`src/rtl/clk_ui_pkg.sv`:
```
// Shared definitions for the clock/alarm/stopwatch panel front end:
// INC classifier states, the event vector with its priority order, and
// default debounce / long-press timing constants.
package clk_ui_pkg;

    localparam int unsigned DEF_DEBOUNCE_CYCLES = 16;
    localparam int unsigned DEF_LONG_CYCLES     = 1000;

    // INC press classifier states
    typedef enum logic [1:0] {
        IDLE    = 2'd0,
        PRESSED = 2'd1,
        LONG    = 2'd2
    } inc_state_t;

    // Event vector; field order is the priority order, MSB highest
    typedef struct packed {
        logic sw;
        logic set;
        logic linc;
        logic inc;
    } ev_vec_t;

    // One-hot of the highest-priority pending event (all zero if none)
    function automatic ev_vec_t ev_grant(input ev_vec_t pend);
        ev_vec_t g;
        g = '0;
        if (pend.sw)        g.sw   = 1'b1;
        else if (pend.set)  g.set  = 1'b1;
        else if (pend.linc) g.linc = 1'b1;
        else if (pend.inc)  g.inc  = 1'b1;
        return g;
    endfunction

endpackage

```
`src/rtl/key_debounce.sv`:
```
// Per-button conditioning: 2-flop synchroniser, registered polarity
// correction, and a stability counter that changes the debounced level only
// after DEBOUNCE_CYCLES consecutive differing samples.
// Ports:
//   clk, rst   - clock, synchronous active-high reset
//   i_raw      - raw asynchronous button input
//   o_sample   - synchronised, polarity-corrected sample (1 = pressed)
//   o_level    - debounced level (1 = pressed)
//   o_edge_c   - combinational strobe: o_level toggles on the next edge
module key_debounce #(
    parameter int unsigned DEBOUNCE_CYCLES = 16,
    parameter bit          ACTIVE_LOW      = 1'b0
) (
    input  logic clk,
    input  logic rst,
    input  logic i_raw,
    output logic o_sample,
    output logic o_level,
    output logic o_edge_c
);

    localparam int unsigned CW = $clog2(DEBOUNCE_CYCLES + 1);

    logic          r_s1;
    logic          r_s2;
    logic          r_sample;
    logic          r_level;
    logic [CW-1:0] r_cnt;
    logic          w_differ;
    logic          w_expire;

    assign w_differ = (r_sample != r_level);
    // Last of DEBOUNCE_CYCLES consecutive differing samples
    assign w_expire = w_differ && (r_cnt == CW'(DEBOUNCE_CYCLES - 1));

    // Synchroniser, polarity correction and stability counter
    always_ff @(posedge clk) begin
        if (rst) begin
            r_s1     <= 1'b0;
            r_s2     <= 1'b0;
            r_sample <= 1'b0;
            r_level  <= 1'b0;
            r_cnt    <= '0;
        end else begin
            r_s1     <= i_raw;
            r_s2     <= r_s1;
            r_sample <= r_s2 ^ ACTIVE_LOW;
            if (!w_differ) begin
                r_cnt <= '0;
            end else if (w_expire) begin
                r_cnt   <= '0;
                r_level <= ~r_level;
            end else begin
                r_cnt <= r_cnt + CW'(1);
            end
        end
    end

    assign o_sample = r_sample;
    assign o_level  = r_level;
    assign o_edge_c = w_expire;

endmodule

```
`src/rtl/button_event_gen.sv`:
```
// Turns the raw SET / INC / SW panel buttons into one-cycle event pulses for
// the mode FSM. INC is classified into short (inc) and long (linc) presses.
// A priority arbiter guarantees at most one pulse per cycle.
// Ports:
//   clk, rst        - clock, synchronous active-high reset
//   i_btn_*_raw     - raw asynchronous buttons
//   o_set, o_sw     - pulse on debounced press
//   o_inc           - pulse on INC released before LONG_CYCLES
//   o_linc          - pulse once when INC held LONG_CYCLES
//   o_inc_held      - debounced INC level
module button_event_gen
    import clk_ui_pkg::*;
#(
    parameter int unsigned DEBOUNCE_CYCLES = DEF_DEBOUNCE_CYCLES,
    parameter int unsigned LONG_CYCLES     = DEF_LONG_CYCLES,
    parameter bit          ACTIVE_LOW      = 1'b0
) (
    input  logic clk,
    input  logic rst,
    input  logic i_btn_set_raw,
    input  logic i_btn_inc_raw,
    input  logic i_btn_sw_raw,
    output logic o_set,
    output logic o_inc,
    output logic o_linc,
    output logic o_sw,
    output logic o_inc_held
);

    localparam int unsigned HW = $clog2(LONG_CYCLES + 1);

    logic w_set_sample, w_set_level, w_set_edge;
    logic w_inc_sample, w_inc_level, w_inc_edge;
    logic w_sw_sample,  w_sw_level,  w_sw_edge;

    key_debounce #(.DEBOUNCE_CYCLES(DEBOUNCE_CYCLES), .ACTIVE_LOW(ACTIVE_LOW)) u_key_set (
        .clk(clk), .rst(rst), .i_raw(i_btn_set_raw),
        .o_sample(w_set_sample), .o_level(w_set_level), .o_edge_c(w_set_edge)
    );
    key_debounce #(.DEBOUNCE_CYCLES(DEBOUNCE_CYCLES), .ACTIVE_LOW(ACTIVE_LOW)) u_key_inc (
        .clk(clk), .rst(rst), .i_raw(i_btn_inc_raw),
        .o_sample(w_inc_sample), .o_level(w_inc_level), .o_edge_c(w_inc_edge)
    );
    key_debounce #(.DEBOUNCE_CYCLES(DEBOUNCE_CYCLES), .ACTIVE_LOW(ACTIVE_LOW)) u_key_sw (
        .clk(clk), .rst(rst), .i_raw(i_btn_sw_raw),
        .o_sample(w_sw_sample), .o_level(w_sw_level), .o_edge_c(w_sw_edge)
    );

    logic [1:0]  r_prime_cnt;
    logic        w_primed;
    logic        r_arm_set, r_arm_inc, r_arm_sw;
    logic        r_inc_rise, r_inc_fall;
    inc_state_t  r_state, w_state_next;
    logic [HW-1:0] r_hold_cnt, w_hold_next, w_hold_inc;
    logic        w_new_inc, w_new_linc;
    ev_vec_t     r_pend, w_new, w_grant;

    // Sample pipeline is three flops deep; until it has refilled after reset
    // a sample of 0 says nothing about the real button.
    assign w_primed = (r_prime_cnt == 2'd3);

    assign w_new.sw   = w_sw_edge  & ~w_sw_level  & r_arm_sw;
    assign w_new.set  = w_set_edge & ~w_set_level & r_arm_set;
    assign w_new.linc = w_new_linc;
    assign w_new.inc  = w_new_inc;

    assign w_grant = ev_grant(r_pend);

    // INC classifier next state
    always_comb begin
        w_state_next = r_state;
        w_hold_next  = r_hold_cnt;
        w_new_inc    = 1'b0;
        w_new_linc   = 1'b0;
        w_hold_inc   = r_hold_cnt + HW'(1);
        unique case (r_state)
            IDLE: begin
                if (r_inc_rise) begin
                    w_hold_next  = '0;
                    w_state_next = PRESSED;
                end
            end
            PRESSED: begin
                w_hold_next = w_hold_inc;
                // A release on the same cycle as the threshold still counts as short
                if (r_inc_fall) begin
                    w_new_inc    = 1'b1;
                    w_state_next = IDLE;
                end else if (w_hold_inc == HW'(LONG_CYCLES - 1)) begin
                    w_new_linc   = 1'b1;
                    w_state_next = LONG;
                end
            end
            LONG: begin
                if (r_inc_fall) begin
                    w_state_next = IDLE;
                end
            end
            default: begin
                w_state_next = IDLE;
            end
        endcase
    end

    // Arming, INC strobes, classifier state, pending flags and output pulses
    always_ff @(posedge clk) begin
        if (rst) begin
            r_prime_cnt <= 2'd0;
            r_arm_set   <= 1'b0;
            r_arm_inc   <= 1'b0;
            r_arm_sw    <= 1'b0;
            r_inc_rise  <= 1'b0;
            r_inc_fall  <= 1'b0;
            r_state     <= IDLE;
            r_hold_cnt  <= '0;
            r_pend      <= '0;
            o_set       <= 1'b0;
            o_inc       <= 1'b0;
            o_linc      <= 1'b0;
            o_sw        <= 1'b0;
        end else begin
            if (!w_primed) begin
                r_prime_cnt <= r_prime_cnt + 2'd1;
            end
            // Armed once the button is seen genuinely released
            r_arm_set <= r_arm_set | (w_primed & ~w_set_sample & ~w_set_level);
            r_arm_inc <= r_arm_inc | (w_primed & ~w_inc_sample & ~w_inc_level);
            r_arm_sw  <= r_arm_sw  | (w_primed & ~w_sw_sample  & ~w_sw_level);
            r_inc_rise <= w_inc_edge & ~w_inc_level & r_arm_inc;
            r_inc_fall <= w_inc_edge &  w_inc_level;
            r_state    <= w_state_next;
            r_hold_cnt <= w_hold_next;
            r_pend     <= ev_vec_t'((r_pend & ~w_grant) | w_new);
            o_sw       <= w_grant.sw;
            o_set      <= w_grant.set;
            o_linc     <= w_grant.linc;
            o_inc      <= w_grant.inc;
        end
    end

    assign o_inc_held = w_inc_level;

    a_one_event: assert property (@(posedge clk) disable iff (rst)
        $onehot0({o_sw, o_set, o_linc, o_inc}));

endmodule

```
`config.mk`:
```
export PLATFORM = sky130hd
export DESIGN_NAME = button_event_gen
export DESIGN_NICKNAME = d
export VERILOG_FILES = /design/src/rtl/clk_ui_pkg.sv /design/src/rtl/key_debounce.sv /design/src/rtl/button_event_gen.sv
export SDC_FILE = /design/constraint.sdc
export NUM_CORES = 1
export LEC_CHECK = 0
export BUFFER_PORTS_ARGS = -buffer_cell sky130_fd_sc_hd__buf_2
export CAP_MARGIN = 20
export CORE_MARGIN = 2
export CORE_UTILIZATION = 45
export DETAILED_ROUTE_END_ITERATION = 16
export GPL_ROUTABILITY_DRIVEN = 0
export PLACE_DENSITY = 0.64
export SLEW_MARGIN = 20
export SYNTH_ARGS = -nofsm -noshare
export SYNTH_HDL_FRONTEND = slang
export SYNTH_SLANG_ARGS = --single-unit
export TNS_END_PERCENT = 1
```
`constraint.sdc`:
```
create_clock -name clk -period 1.73 [get_ports clk]
set_input_delay 0.173 -clock clk [delete_from_list [all_inputs] [get_ports clk]]
set_output_delay 0.173 -clock clk [all_outputs]
set_load 0.01 [all_outputs]
```
==> impl_metrics.yaml, run 1 <==
route:
  ant_nets: 0
  vias: 1457
  drt_first_pass_iters: 4
  routed_wl_um: 3270
  initialDrtViolationCount: 76
  drc_errors: 0
  avgRoutedWirePerCell_um: 11.3
  vias_per_cell: 5.04
sta:
  slew_viol_final: 0
  fin_skew_ns: 0.00640
  tightest_slew_ns: 0.438
  grt_setup_unrepaired: "no"
  fin_setup_tns_ns: 0
  max_slew_margin: 0.705
  fin_crit_ns: 1.58
  setup_viol: 0
  max_freq_mhz: 631
  finalCritPeriodShare: 0.916
  hold_viol: 0
die:
  ios: 10
  die_area_mm2: 0.00526
  coreArea_mm2: 0.00444
  rows: 24
  die_y_um: 72.5
  die_w_um: 72.5
  initial_core_util: 0.476
synthesis:
  synth.avg_cell_area_um2: 9.48
  syn-num-nets: 237
  syn-instance-count: 223
  synthArstFlopShare: 0
  yosys_warnings: 0
  synth_cell_types: 40
  synth_seq_area_share: 0.512
  ys_seq_elements: 54
  synth_ff_type: "dfxtp_1"
  syn_area_mm2: 0.00211
  synth_edf_count: 0
setup_path:
  crit_path_start_kind: "flip-flop"
  path_max_fanout: 5
  cp_data_required_time_ns: 1.97
  crit_type: "flip-flop to flip-flop"
  end_kind: "flip-flop"
  crit_arrival_ns: 1.82
clocking:
  clk_latency_ns: 0.30
  numCtsBuffers: 5
  post_cts_buffers: 0
  cts_htree_levels: 2
  cts_hold_buf: 0
  cts_resized: 0
  clkSinkCount: 54
  path_clk_slew_ns: 0.09
  cts_tree: "built"
  cts_buffer_depth: 2
  cts_root_buffer: "clkbuf_8"
worst_hold_path:
  hold_class: "input port to flip-flop"
global_routing:
  grt_max_degree: 24
  first_global_vias: 1302
  grt-ovfl-total: 0
  grt_util_all_layers: 0.137
  grt_antenna_before_repair: 0
  grt_pass1_wl_um: 5660
power_and_ir_drop:
  p_per_area_mw_per_mm2: 939
  p_leak_nw: 0.917
  vdd_drop_max_uv: 457
job:
  drv_cap: 0
cells_and_area:
  area_growth_pct: 10.7
  final_core_util: 0.526
  drive_gt1_frac: 0.101
  stdcell_area_mm2: 0.00234
  n_antenna_cell: 0
  nets: 250
placement:
  place.detailed.hpwl_um: 2300
  place_area_mm2: 0.00222
  portBuffers: 9
status:
  status: "complete, no violations"
## flip-flops by register name, indices dropped and copies added (netlist names), 2 cells and up
name / count
r_hold_cnt: 10
u_key_inc.r_cnt: 5
u_key_set.r_cnt: 5
u_key_sw.r_cnt: 5
r_pend: 4
r_prime_cnt: 2
r_state: 2
## path summary, 6_finish.rpt
check | from | end | slack, ns | cells after the start
max reg2reg | u_key_inc.r_cnt[0] | u_key_inc.r_cnt[2] | 0.15 | 5
min reg2reg | u_key_inc.r_s1 | u_key_inc.r_s2 | 0.44 | 1
max | u_key_inc.r_cnt[0] | u_key_inc.r_cnt[2] | 0.15 | 5
min | i_btn_sw_raw | u_key_sw.r_s1 | 0.08 | 2
## report_power, final
part           total (mW)  internal (mW)  switching (mW)
sequential           1.29           1.27          0.0150
combinational      0.0737         0.0349          0.0388
clock               0.838          0.434           0.404
## cell type report
type,instances,area [um2]
clock buffers,5,68.8
fillers,418,2110
inverters,10,37.5
repair buffers,13,75.1
multi-input cells,152,967
flip-flops and latches,54,1080
well taps,52,65.1
clock inverters,3,43.8
## worst max-delay path: stages, from the launching register on
cell,delay [ns]
dfxtp_1,0.33
ha_1,0.21
and3_1,0.19
ha_1,0.24
or3_4,0.43
nor2_1,0.12
## placed cells by master (no fill, tap or decap), types with 5 or more instances in the layout
master and count:
o21ai_0 8, ha_1 9, nor2_1 38, nor3_1 8, xnor2_1 7, buf_2 9
inv_1 10, a21oi_1 9, nand3_1 7, nand2_1 8, nor2b_1 11, dfxtp_1 54
clkbuf_8 5
## kinds of logic (layout without fill, tap and decap cells)
kind of cell	after synthesis	count (layout)	synth area share
muxes	4	4	0.0189
xor gates and xnor gates	11	11	0.0456
AOI/OAI and AO/OA	30	30	0.0912
and+or+nand+nor	98	98	0.244
buffers and inverters	17	31	0.0355
DFF	54	54	0.512
adders and majority gates	9	9	0.0533
## metrics by stage
stage	total power, mW	worst slack, ns	cells	hold WS [ns]
after floorplan	1.37	0.221	223	0.301
after detailed placement	1.39	0.119	281	0.393
final	2.20	0.146	289	0.0783
after global routing	2.29	0.0392	289	0.0664
after global placement	1.39	0.157	281	0.384
after CTS	2.23	0.0913	289	0.0664
## cells in the mapped netlist, drive strengths merged (2+ instances only)
| library cell | n | area [um2] |
|---|---|---|
| ha | 9 | 113 |
| nor3 | 8 | 40.0 |
| nor3b | 4 | 30.0 |
| nand4 | 3 | 18.8 |
| buf | 5 | 30.0 |
| xor2 | 4 | 35.0 |
| a21oi | 9 | 45.0 |
| a311oi | 3 | 26.3 |
| nor2 | 38 | 143 |
| o31ai | 2 | 15.0 |
| inv | 10 | 37.5 |
| nor2b | 11 | 68.8 |
| o21ai | 8 | 40.0 |
| or3 | 3 | 18.8 |
| mux2i | 4 | 40.0 |
| nand2 | 8 | 30.0 |
| dfxtp | 54 | 1080 |
| nand3 | 8 | 52.6 |
| clkbuf | 2 | 7.51 |
| xnor2 | 7 | 61.3 |
| nand4b | 2 | 17.5 |
| and3 | 4 | 25.0 |
| nand2b | 2 | 12.5 |
| o211a | 2 | 20.0 |
## layer usage
| layer | part of all wire | up-vias | track usage |
|---|---|---|---|
| li1 | - | 789 | - |
| met3 | 0.033 | 2 | 0.0417 |
| met4 | 0.0076 | 0 | 0.0494 |
| met1 | 0.55 | 647 | 0.180 |
| met5 | 0 | - | 0 |
| met2 | 0.41 | 19 | 0.212 |
No activity file was read; power rests on OpenSTA's default activity.
==> inputs of run 2 (changes only) <==
- CORE_ASPECT_RATIO: unset -> 0.9
- REMOVE_ABC_BUFFERS: unset -> 1
==> run 2 against run 1 <==
  * Register-to-register slack barely moved
  * Sequential cell count did not move
  * Sequential power barely moved
  * Routed wire length fell by 0.49%
==> impl_metrics.yaml, run 2 (synthesized netlist as in run 1, its figures left out) <==
status:
  status: "complete, no violations"
setup_path:
  crit_path_start_kind: "flip-flop"
  path_max_fanout: 5
  crit_type: "flip-flop to flip-flop"
  end_kind: "flip-flop"
  cp_data_required_time_ns: 1.97
  crit_arrival_ns: 1.81
clocking:
  cts_root_buffer: "clkbuf_8"
  cts_tree: "built"
  clkSinkCount: 54
  clk_latency_ns: 0.30
  cts_hold_buf: 0
  cts_htree_levels: 2
  cts_buffer_depth: 2
  cts_resized: 0
  post_cts_buffers: 0
  numCtsBuffers: 5
  path_clk_slew_ns: 0.09
route:
  ant_nets: 0
  drc_errors: 0
  drt_first_pass_iters: 4
  vias: 1464
  initialDrtViolationCount: 86
  avgRoutedWirePerCell_um: 10.9
  vias_per_cell: 4.90
  routed_wl_um: 3250
cells_and_area:
  stdcell_area_mm2: 0.00236
  area_growth_pct: 11.6
  largest_register_ffs: 10
  n_antenna_cell: 0
  final_common_cell: "dfxtp_1"
  drive_gt1_frac: 0.101
  regMostFlops: "r_hold_cnt"
  layout_common_cells: "dfxtp_1, nor2_1, nor2b_1"
  nets: 251
power_and_ir_drop:
  p_per_area_mw_per_mm2: 934
  vdd_drop_max_uv: 582
  p_leak_nw: 0.920
global_routing:
  grt_pass1_wl_um: 5890
  grt-ovfl-total: 0
  grt_util_all_layers: 0.135
  grt_antenna_before_repair: 0
  grt_max_degree: 24
  first_global_vias: 1297
sta:
  fin_skew_ns: 0.0134
  setup_viol: 0
  hold_viol: 0
  max_freq_mhz: 637
  fin_setup_tns_ns: 0
  grt_setup_unrepaired: "no"
  final.setup.worst_slack_ns: 0.159
  finalCritPeriodShare: 0.908
  max_slew_margin: 0.692
  tightest_slew_ns: 0.462
  hold_ws_ns: 0.0776
  slew_viol_final: 0
  fin_crit_ns: 1.57
die:
  die_area_mm2: 0.00526
  die_y_um: 69.0
  coreArea_mm2: 0.00449
  initial_core_util: 0.471
  ios: 10
  rows: 23
  die_w_um: 76.2
placement:
  place_area_mm2: 0.00224
  place_ws_ns: 0.124
  place.detailed.hpwl_um: 2210
  portBuffers: 9
job:
  drv_cap: 0
worst_hold_path:
  hold_class: "input port to flip-flop"
-- run 2: changes by cell type in the layout (fill, tap and decap cells not counted) --
cell,previous run,this run
buf_4,4,5
clkbuf_8,5,6
clkinv_2,1,0
inv_6,1,0
-- run 2: final cells by class --
cell class,instances,area [um2]
Clock inverter,1,30.0
Inverter,10,37.5
Fill cell,421,2130
Clock buffer,6,82.6
Timing Repair Buffer,14,82.6
Sequential cell,54,1080
Tap cell,62,77.6
Multi-Input combinational cell,152,967
-- run 2: critical path, stage by stage, from the launching register on --
cell     delay [ns]
dfxtp_1        0.33
ha_1           0.22
and3_1         0.19
ha_1           0.21
or3_1          0.45
nor2_1         0.12
-- run 2: power by group --
group	internal (mW)	total, mW	switching, mW	leakage [nW]
logic	0.0354	0.0770	0.0416	0.426
clock network	0.463	0.840	0.377	0.0573
registers	1.27	1.29	0.0152	0.437
total	1.77	2.20	0.434	0.920
-- run 2: final timing paths --
check / start / slack, ns / cells after the start / end
worst max register to register: u_key_sw.r_cnt[0] / 0.16 / 5 / u_key_sw.r_cnt[3]
worst max-delay path: u_key_sw.r_cnt[0] / 0.16 / 5 / u_key_sw.r_cnt[3]
worst min register to register: u_key_set.r_s1 / 0.44 / 1 / u_key_set.r_s2
worst min-delay path: i_btn_set_raw / 0.08 / 2 / u_key_set.r_s1
-- run 2: through the flow --
stage / util / power (mW) / instances
after floorplan: - / 1.36 / 216
after global placement: 0.498 / 1.39 / 292
after detailed placement: 0.498 / 1.39 / 292
after CTS: 0.523 / 2.23 / 299
after global routing: 0.525 / 2.29 / 299
final: 0.525 / 2.20 / 299
-- run 2: layer usage --
layer / vias to the layer above / part of all wire / wire, um / track usage
met5: - / 0 / 0 / 0
met4: 0 / 0.015 / 49 / 0.0545
met3: 4 / 0.030 / 97 / 0.0314
met2: 24 / 0.42 / 1360 / 0.204
met1: 644 / 0.54 / 1750 / 0.188
li1: 792 / - / - / -
